`src/rtl/tama_pkg.sv`:
```
// Shared definitions for the tamagotchi input path: need indices, button slots,
// hold-timer encoding and the round-robin pick helper.
package tama_pkg;

    localparam logic [1:0] NEED_SALUD     = 2'd0;
    localparam logic [1:0] NEED_ENERGIA   = 2'd1;
    localparam logic [1:0] NEED_HAMBRE    = 2'd2;
    localparam logic [1:0] NEED_DIVERSION = 2'd3;

    localparam int BTN_RESET = 4;
    localparam int BTN_TEST  = 5;

    typedef enum logic [1:0] {
        HOLD_IDLE  = 2'd0,
        HOLD_RUN   = 2'd1,
        HOLD_FIRED = 2'd2
    } hold_state_e;

    typedef enum logic {
        OWNER_RESET = 1'b0,
        OWNER_TEST  = 1'b1
    } hold_owner_e;

    // First requesting index at or after ptr, wrapping 3 -> 0.
    function automatic logic [1:0] rr_pick(input logic [3:0] req, input logic [1:0] ptr);
        logic [1:0] idx;
        logic       found;
        rr_pick = ptr;
        found   = 1'b0;
        for (int k = 0; k < 4; k++) begin
            idx = ptr + 2'(k);
            if (!found && req[idx]) begin
                rr_pick = idx;
                found   = 1'b1;
            end
        end
    endfunction

endpackage

```
`src/rtl/tama_input_ctrl_if.sv`:
```
// Need-command valid/ready channel between the input controller and the game FSM.
interface tama_input_ctrl_if;
    logic       cmd_valid;
    logic [1:0] cmd_sel;
    logic       cmd_ready;

    modport master (output cmd_valid, output cmd_sel, input cmd_ready);
    modport slave  (input cmd_valid, input cmd_sel, output cmd_ready);
endinterface

```
`src/rtl/tama_debounce.sv`:
```
// One-bit two-flop synchronizer followed by a stability-count debouncer.
module tama_debounce #(
    parameter int DEB_CYCLES = 1_000_000
) (
    input  logic clk,
    input  logic rst_n,
    input  logic raw,
    output logic level
);
    localparam int CNT_W = $clog2(DEB_CYCLES + 1);

    logic             sync1_q, sync2_q;
    logic             level_q, level_d;
    logic [CNT_W-1:0] cnt_q, cnt_d;

    // The count only advances while the synced input disagrees with the level.
    always_comb begin
        level_d = level_q;
        cnt_d   = '0;
        if (sync2_q != level_q) begin
            if (cnt_q == CNT_W'(DEB_CYCLES - 1)) begin
                level_d = ~level_q;
            end else begin
                cnt_d = cnt_q + CNT_W'(1);
            end
        end
    end

    always_ff @(posedge clk) begin
        if (!rst_n) begin
            sync1_q <= 1'b0;
            sync2_q <= 1'b0;
            level_q <= 1'b0;
            cnt_q   <= '0;
        end else begin
            sync1_q <= raw;
            sync2_q <= sync1_q;
            level_q <= level_d;
            cnt_q   <= cnt_d;
        end
    end

    assign level = level_q;

endmodule

```
`src/rtl/tama_input_ctrl.sv`:
```
// Button front end: debounces six buttons, arbitrates need presses round-robin
// onto a valid/ready channel and turns reset/test long-presses into game commands.
module tama_input_ctrl
    import tama_pkg::*;
#(
    parameter int DEB_CYCLES = 1_000_000,
    parameter int SEC_CYCLES = 50_000_000,
    parameter int HOLD_SEC   = 5
) (
    input  logic                      clk,
    input  logic                      rst_n,
    input  logic                      btn_salud_raw,
    input  logic                      btn_energia_raw,
    input  logic                      btn_hambre_raw,
    input  logic                      btn_diversion_raw,
    input  logic                      btn_reset_raw,
    input  logic                      btn_test_raw,
    tama_input_ctrl_if.master         cmd,
    output logic                      game_reset,
    output logic                      test_active,
    output logic [2:0]                hold_secs
);
    localparam int SEC_W = (SEC_CYCLES > 1) ? $clog2(SEC_CYCLES) : 1;
    localparam logic [SEC_W-1:0] SEC_LAST  = SEC_W'(SEC_CYCLES - 1);
    // The cycle in which the button is first seen held counts toward the first second.
    localparam logic [SEC_W-1:0] SEC_START = (SEC_CYCLES > 1) ? SEC_W'(1) : SEC_W'(0);

    logic [5:0] raw_vec;
    logic [5:0] db_vec;

    assign raw_vec = {btn_test_raw, btn_reset_raw, btn_diversion_raw,
                      btn_hambre_raw, btn_energia_raw, btn_salud_raw};

    for (genvar g = 0; g < 6; g++) begin : g_deb
        tama_debounce #(.DEB_CYCLES(DEB_CYCLES)) u_deb (
            .clk   (clk),
            .rst_n (rst_n),
            .raw   (raw_vec[g]),
            .level (db_vec[g])
        );
    end

    logic       reset_db, test_db;
    logic [3:0] need_db;
    logic [3:0] need_prev_q;
    logic [3:0] rise, eff_req;
    logic [3:0] pending_q, pending_d;
    logic       valid_q, valid_d;
    logic [1:0] sel_q, sel_d;
    logic [1:0] rr_q, rr_d;

    hold_state_e      state_q, state_d;
    hold_owner_e      owner_q, owner_d;
    logic [SEC_W-1:0] sec_q, sec_d;
    logic [2:0]       hold_q, hold_d, hold_inc;
    logic             game_reset_q, game_reset_d;
    logic             test_active_q, test_active_d;
    logic             owner_level;

    assign reset_db = db_vec[BTN_RESET];
    assign test_db  = db_vec[BTN_TEST];
    assign need_db  = db_vec[3:0];
    assign rise     = need_db & ~need_prev_q;
    // A press arriving this cycle is eligible for the grant immediately.
    assign eff_req  = pending_q | rise;

    always_comb begin
        pending_d = pending_q | rise;
        valid_d   = valid_q;
        sel_d     = sel_q;
        rr_d      = rr_q;
        if (valid_q && cmd.cmd_ready) begin
            pending_d[sel_q] = rise[sel_q];
            rr_d             = sel_q + 2'd1;
            valid_d          = 1'b0;
        end else if (!valid_q && (|eff_req)) begin
            valid_d = 1'b1;
            sel_d   = rr_pick(eff_req, rr_q);
        end
        if (game_reset_q) begin
            pending_d = '0;
            rr_d      = '0;
            valid_d   = 1'b0;
        end
    end

    always_ff @(posedge clk) begin
        if (!rst_n) begin
            need_prev_q <= '0;
            pending_q   <= '0;
            valid_q     <= 1'b0;
            sel_q       <= '0;
            rr_q        <= '0;
        end else begin
            need_prev_q <= need_db;
            pending_q   <= pending_d;
            valid_q     <= valid_d;
            sel_q       <= sel_d;
            rr_q        <= rr_d;
        end
    end

    assign owner_level = (owner_q == OWNER_TEST) ? test_db : reset_db;
    assign hold_inc    = hold_q + 3'd1;

    always_comb begin
        state_d       = state_q;
        owner_d       = owner_q;
        sec_d         = sec_q;
        hold_d        = hold_q;
        game_reset_d  = 1'b0;
        test_active_d = test_active_q;
        case (state_q)
            HOLD_IDLE: begin
                sec_d  = '0;
                hold_d = '0;
                if (reset_db) begin
                    state_d = HOLD_RUN;
                    owner_d = OWNER_RESET;
                    sec_d   = SEC_START;
                end else if (test_db) begin
                    state_d = HOLD_RUN;
                    owner_d = OWNER_TEST;
                    sec_d   = SEC_START;
                end
            end
            HOLD_RUN: begin
                if (owner_q == OWNER_TEST && reset_db) begin
                    owner_d = OWNER_RESET;
                    sec_d   = SEC_START;
                    hold_d  = '0;
                end else if (!owner_level) begin
                    state_d = HOLD_IDLE;
                    sec_d   = '0;
                    hold_d  = '0;
                end else if (sec_q == SEC_LAST) begin
                    sec_d  = '0;
                    hold_d = hold_inc;
                    if (hold_inc == 3'(HOLD_SEC)) begin
                        state_d = HOLD_FIRED;
                        if (owner_q == OWNER_RESET) begin
                            game_reset_d  = 1'b1;
                            test_active_d = 1'b0;
                        end else begin
                            test_active_d = ~test_active_q;
                        end
                    end
                end else begin
                    sec_d = sec_q + SEC_W'(1);
                end
            end
            HOLD_FIRED: begin
                if (!owner_level) begin
                    state_d = HOLD_IDLE;
                    sec_d   = '0;
                    hold_d  = '0;
                end
            end
            default: begin
                state_d = HOLD_IDLE;
                sec_d   = '0;
                hold_d  = '0;
            end
        endcase
    end

    always_ff @(posedge clk) begin
        if (!rst_n) begin
            state_q       <= HOLD_IDLE;
            owner_q       <= OWNER_RESET;
            sec_q         <= '0;
            hold_q        <= '0;
            game_reset_q  <= 1'b0;
            test_active_q <= 1'b0;
        end else begin
            state_q       <= state_d;
            owner_q       <= owner_d;
            sec_q         <= sec_d;
            hold_q        <= hold_d;
            game_reset_q  <= game_reset_d;
            test_active_q <= test_active_d;
        end
    end

    assign cmd.cmd_valid = valid_q;
    assign cmd.cmd_sel   = sel_q;
    assign game_reset    = game_reset_q;
    assign test_active   = test_active_q;
    assign hold_secs     = hold_q;

endmodule

```
`src/flat_wrapper.sv`:
```
// flat-port wrapper written by rule: the top's interface ports become plain ports
module tama_input_ctrl_flat import tama_pkg::*;
#(
    parameter int DEB_CYCLES = 1_000_000,
    parameter int SEC_CYCLES = 50_000_000,
    parameter int HOLD_SEC   = 5
)
  (clk, rst_n, btn_salud_raw, btn_energia_raw, btn_hambre_raw, btn_diversion_raw, btn_reset_raw, btn_test_raw, game_reset, test_active, hold_secs, cmd_cmd_valid, cmd_cmd_sel, cmd_cmd_ready);
  tama_input_ctrl_if cmd_i ();
  input  logic clk;
  input  logic rst_n;
  input  logic btn_salud_raw;
  input  logic btn_energia_raw;
  input  logic btn_hambre_raw;
  input  logic btn_diversion_raw;
  input  logic btn_reset_raw;
  input  logic btn_test_raw;
  output logic game_reset;
  output logic test_active;
  output logic [2:0] hold_secs;
  output wire logic [$bits(cmd_i.cmd_valid)-1:0] cmd_cmd_valid;
  output wire logic [$bits(cmd_i.cmd_sel)-1:0] cmd_cmd_sel;
  input wire logic [$bits(cmd_i.cmd_ready)-1:0] cmd_cmd_ready;
  assign cmd_cmd_valid = cmd_i.cmd_valid;
  assign cmd_cmd_sel = cmd_i.cmd_sel;
  assign cmd_i.cmd_ready = cmd_cmd_ready;
  tama_input_ctrl #(.DEB_CYCLES(DEB_CYCLES), .SEC_CYCLES(SEC_CYCLES), .HOLD_SEC(HOLD_SEC)) u_core (.clk(clk), .rst_n(rst_n), .btn_salud_raw(btn_salud_raw), .btn_energia_raw(btn_energia_raw), .btn_hambre_raw(btn_hambre_raw), .btn_diversion_raw(btn_diversion_raw), .btn_reset_raw(btn_reset_raw), .btn_test_raw(btn_test_raw), .cmd(cmd_i), .game_reset(game_reset), .test_active(test_active), .hold_secs(hold_secs));
endmodule
```
`config.mk`:
```
export PLATFORM = sky130hd
export DESIGN_NAME = tama_input_ctrl_flat
export DESIGN_NICKNAME = d
export VERILOG_FILES = /design/src/rtl/tama_pkg.sv /design/src/rtl/tama_input_ctrl_if.sv /design/src/rtl/tama_debounce.sv /design/src/rtl/tama_input_ctrl.sv /design/src/flat_wrapper.sv
export SDC_FILE = /design/constraint.sdc
export NUM_CORES = 1
export LEC_CHECK = 0
export CORE_ASPECT_RATIO = 0.9
export CORE_MARGIN = 2
export CORE_UTILIZATION = 54
export CTS_BUF_LIST = sky130_fd_sc_hd__clkbuf_4
export DETAILED_ROUTE_END_ITERATION = 8
export PLACE_DENSITY_LB_ADDON = 0.15
export SYNTH_ARGS = -nofsm -noshare
export SYNTH_HDL_FRONTEND = slang
export SYNTH_HIERARCHICAL = 1
export SYNTH_SLANG_ARGS = --single-unit
export TNS_END_PERCENT = 100
```
`constraint.sdc`:
```
create_clock -name clk -period 5.9 [get_ports clk]
set_input_delay 1.18 -clock clk [delete_from_list [all_inputs] [get_ports clk]]
set_output_delay 1.18 -clock clk [all_outputs]
set_load 0.02 [all_outputs]
```
Word-level counts from Yosys, hierarchy flattened:

Cells that the tools add are included.

* add/subtract/negate cells: 12
* magnitude comparators: 6
* equal/unequal tests: 23
* mux-type cells: 53
* bitwise gates (word level): 23
* reduce and logical (&&, ||, !) cells: 34

Operator list (count)
* 26-bit two-way mux: 5
* 20-bit by 1-bit adder with 20-bit output, second input constant: 6
* 20-bit equality test, second input constant: 6
* 26-bit case mux with 3 select lines: 1
* 26-bit by 1-bit adder with 26-bit output, second input constant: 1
* 26-bit equality test, second input constant: 1
* 1-bit two-way mux: 22
* 3-bit OR reduction: 7
* 2-bit two-way mux: 10
* 1-bit inverter: 20
* 2-bit AND reduction: 8
* 2-bit by 3-bit less-than comparator with 1-bit output, second input constant: 5
* 3-bit two-way mux: 4
* 1-bit binary-select mux with 2-bit select: 5
* 5-bit AND reduction: 2
* 3-bit inequality test, second input constant: 3
* 1-bit logical AND: 7
* 1-bit inequality test: 6
* 2-bit case mux with 3 select lines: 1
* 3-bit case mux with 2 select lines: 1
* 6-bit OR reduction: 1
* 2-bit by 1-bit adder with 2-bit output, second input constant: 2
* 2-bit adder, second input constant: 2
* 4-bit AND: 1
* other kinds (20): 24

* bits in registers: 185
* word-level logic and storage cells: 186

Depth between registers and ports, before layout:

* word-level depth: 21
* gate-level depth with buffers: 8

Hierarchy:

The synthesis kept the hierarchy.

By module, submodules not included
* tama_debounce: instances 6, cells an instance 114, area an instance 1062.3 sq um, seq. area each 460.4 sq um
* tama_input_ctrl: instances 1, cells an instance 321, area an instance 2611.3 sq um, seq. area each 940.9 sq um

Worst setup path before layout:

Ideal clock, no wire load.

* path type: in2reg
* start: input rst_n
* end: register u_core.sec_q[14]
* arrival: 2480 ps
* required time: 5825 ps
* setup slack: 3345 ps
* cell stages on the path: 6
* path through: clkbuf_1 clkinv_1 a211oi_2 clkbuf_1 o21ai_0 a31oi_1

RTL lines
* start: declaration: line flat_wrapper.sv:11 `input logic rst_n;`
* end signal: assignment: line tama_input_ctrl.sv:171 `sec_q <= '0;`
* end signal: assignment: line tama_input_ctrl.sv:178 `sec_q <= sec_d;`
* end: declaration: line tama_input_ctrl.sv:54 `logic [SEC_W-1:0] sec_q, sec_d;`

==> out/metrics.csv <==
metric;value;unit
yosysWarnings;6;
ant_nets;0;
r2r-end;u_core/sec_q[25];
power_density;216.5;nW/um^2
r2r_cells;7;
first_pass_iters;5;
synth_cells;1005;
cts.repair.resized;0;
skew;0.01765;ns
syn_nets;1027;
synth_seq_cells;185;
drive_gt1_frac;0.06570;
postCtsSetupRepairBufs;0;
postCtsHoldBufs;0;
max_freq;0.3197;GHz
async_flop_share;0;
rrSetupSlack;3.28;ns
n_fill_cell;1450;
worst_slew_pin_slew;0.9989;ns
synthesis.area;8985;um^2
cp.required;6.36;ns
critPathCapture;u_core/sec_q[20];
wirelength;17040;um
ys_seq_area_frac;0.4122;
die_h;126.4;um
final-instance-count-excl-fill;1243;
cts_made_buffers;17;
place_congestion;0.7896;
die_area;17690;um^2
rsz0062_at_grt;no;
crit_arrival;3.59;ns
synthSimpleGateAreaFrac;0.3291;
vias;7037;
dp.cells;1211;
start_kind;primary input;
dp_hpwl;11660;um
synth_edf_count;0;
cap_violations;0;
synth-xor-area-share;0.09553;
vias_per_cell;5.661;
grt_overflow;0;
synth_compound_area_frac;0.08717;
max_stage_delay;0.90;ns
synthMuxAreaShare;0.02715;
synth_top_family_by_area;simple AND/OR/NAND/NOR gates;
status;finished clean;
drc;0;
p_leak;3.012;nW
grt_pass1_wl;29310;um
maxSlewHeadroom;0.3316;
yosys.cell_types.count;66;
slowest_stage;nor2_1;
drv_slew;0;
io_pins;17;
clock-sinks;185;
rows;44;
area_delta_synth_final;7.005;%
synth.avg_cell_area;8.940;um^2
hold_class;reg2reg;
antenna_found_initial;1;
io_buffer_count;16;
cts.path.max_buffers;2;
hold_violations;0;
fin_nets;1045;
fin_crit_sh;0.5301;
r2r-start;u_core/sec_q[0];
initial_core_util;0.5551;
ir_drop;162.5;uV
htree_levels;4;
coreArea;16190;um^2
crit_start;rst_n;
grtUsageTotal;0.1972;
grt_pass1_vias;6232;
synth_fa_ha_area_frac;0.01810;
worstSkewPairLatency;0.56;ns
die_x;140.0;um
crit_chain;buf_2 > clkinv_1 > nor2_1 > o221ai_1 > o41ai_1;
period_needed;3.128;ns
crit_type;in2reg;
grt_start_max_net_pins;54;
cts_root_buf;clkbuf_4;
setup_viol;0;
end_kind;flip-flop;
cts.reportedPaths.clkPinSlew;0.15;ns
wire_per_inst;13.70;um
synth_ff_type;dfxtp_1;
cp_max_fo;53;
drt_iter0_markers;488;
cts_tree;built;
setup_tns;0;ns
metrics by stage:
| stage | hold WS, ns | utilization | area [um^2] | total power, W | setup WS [ns] |
|---|---|---|---|---|---|
| after floorplan | 0.4118 | - | 8985 | 0.001301 | 3.345 |
| after global placement | 0.4136 | 0.5734 | 9280 | 0.001312 | 2.256 |
| after detailed placement | 0.4206 | 0.5734 | 9280 | 0.001312 | 2.185 |
| after CTS | 0.4522 | 0.5938 | 9612 | 0.002109 | 2.819 |
| after global routing | 0.4575 | 0.5940 | 9614 | 0.002165 | 2.515 |
| final | 0.4479 | 0.5940 | 9614 | 0.002082 | 2.772 |
area by class of cell:
class | count | area (um^2) | area share
antenna | 1 | 2.502 | 0.0002603
inverter | 38 | 142.6 | 0.01484
multi-input combinational | 764 | 5012 | 0.5213
clock buffer | 17 | 127.6 | 0.01327
clock inverter | 14 | 203.9 | 0.02121
tap | 207 | 259.0 | 0.02694
timing repair buffer | 17 | 162.7 | 0.01692
sequential | 185 | 3704 | 0.3852
layout by cell type (no fill, tap or decap), drive strengths merged, types with 4 or more instances in the layout:
master,Yosys,final
inv,37,38
clkinv,1,6
nor2,155,155
nand3,59,59
nor3,27,27
and4,7,7
dfxtp,185,185
nand4,44,44
mux2i,21,21
or4,8,8
or3b,6,6
nand2,75,75
nor4,44,44
ha,13,13
a21oi,28,28
nor3b,8,8
clkbuf,7,17
nand3b,4,4
a31oi,9,9
nor4b,20,20
and2,31,31
and3,12,12
nor2b,9,9
a211oi,7,7
bufinv,0,5
xnor2,66,66
xor2,32,32
clkdlybuf4s50,0,15
nand2b,7,7
o221ai,14,14
o21ai,19,19
flip-flops by register name, indices dropped and copies added (netlist names):
register                    count
u_core/test_active              1
u_core/g_deb.u_deb/cnt_q      120
u_core/g_deb.u_deb/level        6
u_core/rr_q                     2
u_core/hold_secs                3
u_core/game_reset               1
u_core/g_deb.u_deb/sync2_q      6
u_core/cmd.cmd_valid            1
u_core/owner_q                  1
u_core/need_prev_q              4
u_core/g_deb.u_deb/sync1_q      6
u_core/state_q                  2
u_core/cmd.cmd_sel              2
u_core/pending_q                4
u_core/sec_q                   26
synthesized netlist by cell type (3+ instances only):
master	number	area share
dfxtp_1	185	0.41
nor2_1	155	0.065
nand2_1	75	0.031
xnor2_1	66	0.064
nand3_1	58	0.032
inv_1	37	0.015
nand4_1	37	0.026
nor4_1	37	0.026
xor2_1	32	0.031
and2_1	31	0.022
a21oi_1	28	0.016
nor3_1	27	0.015
mux2i_1	21	0.023
nor4b_1	20	0.019
o221ai_1	14	0.014
ha_1	13	0.018
and3_1	12	0.0084
o21ai_0	12	0.0067
a31oi_1	9	0.0063
nor2b_1	9	0.0063
buf_6	8	0.010
nor3b_1	8	0.0067
or4_4	8	0.010
and4_1	7	0.0068
clkbuf_1	7	0.0029
nand2b_1	7	0.0049
nand4_4	7	0.017
a211oi_1	6	0.0050
nor4_4	6	0.014
o21ai_4	6	0.011
or3b_1	6	0.0058
nand3b_1	4	0.0033
a221o_1	3	0.0033
a32oi_1	3	0.0029
o21a_1	3	0.0025
or3_1	3	0.0021
metal layers:
metal | routed length, um | GRT usage | up-vias
met2 | 7551 | 0.3036 | 87
li1 | - | - | 3649
met4 | 125 | 0.04647 | 0
met3 | 507 | 0.04455 | 9
met5 | 0 | 0 | -
met1 | 8850 | 0.2837 | 3292
cell families (layout without fill, tap and decap cells):
| logic type | count (synthesis) | in the layout |
|---|---|---|
| multiplexers | 23 | 23 |
| AO/OA/AOI/OAI | 105 | 105 |
| other | 0 | 1 |
| XOR/XNOR | 98 | 98 |
| buffers and inverters | 56 | 86 |
| AND/OR/NAND/NOR | 525 | 525 |
| flip-flops | 185 | 185 |
| adder cells (fa/ha/maj) | 13 | 13 |
critical path: cells and delay by family:
family / cells / cell delay (ns)
compound gates: 2 / 0.31
buf+inv: 2 / 1.18
simple gates: 1 / 0.90
how the worst min path moves through the flow:
stage | start | endpoint | slack, ns | cells past startpoint
floorplan | u_core/g_deb[0].u_deb/sync1_q | u_core/g_deb[0].u_deb/sync2_q | 0.41 | 1
detailed placement | u_core/g_deb[1].u_deb/sync1_q | u_core/g_deb[1].u_deb/sync2_q | 0.42 | 1
finish | u_core/g_deb[5].u_deb/sync1_q | u_core/g_deb[5].u_deb/sync2_q | 0.45 | 1
CTS | u_core/g_deb[5].u_deb/sync1_q | u_core/g_deb[5].u_deb/sync2_q | 0.45 | 1
global placement | u_core/g_deb[5].u_deb/sync1_q | u_core/g_deb[5].u_deb/sync2_q | 0.41 | 1
global route | u_core/g_deb[5].u_deb/sync1_q | u_core/g_deb[5].u_deb/sync2_q | 0.46 | 1
report_power, final:
group | switching (W) | internal, W
Sequential | 0.00000291 | 0.00125
Combinational | 0.0000168 | 0.0000100
Clock | 0.000425 | 0.000373
Total | 0.000445 | 0.00164
No activity file was read; power rests on OpenSTA's default activity.
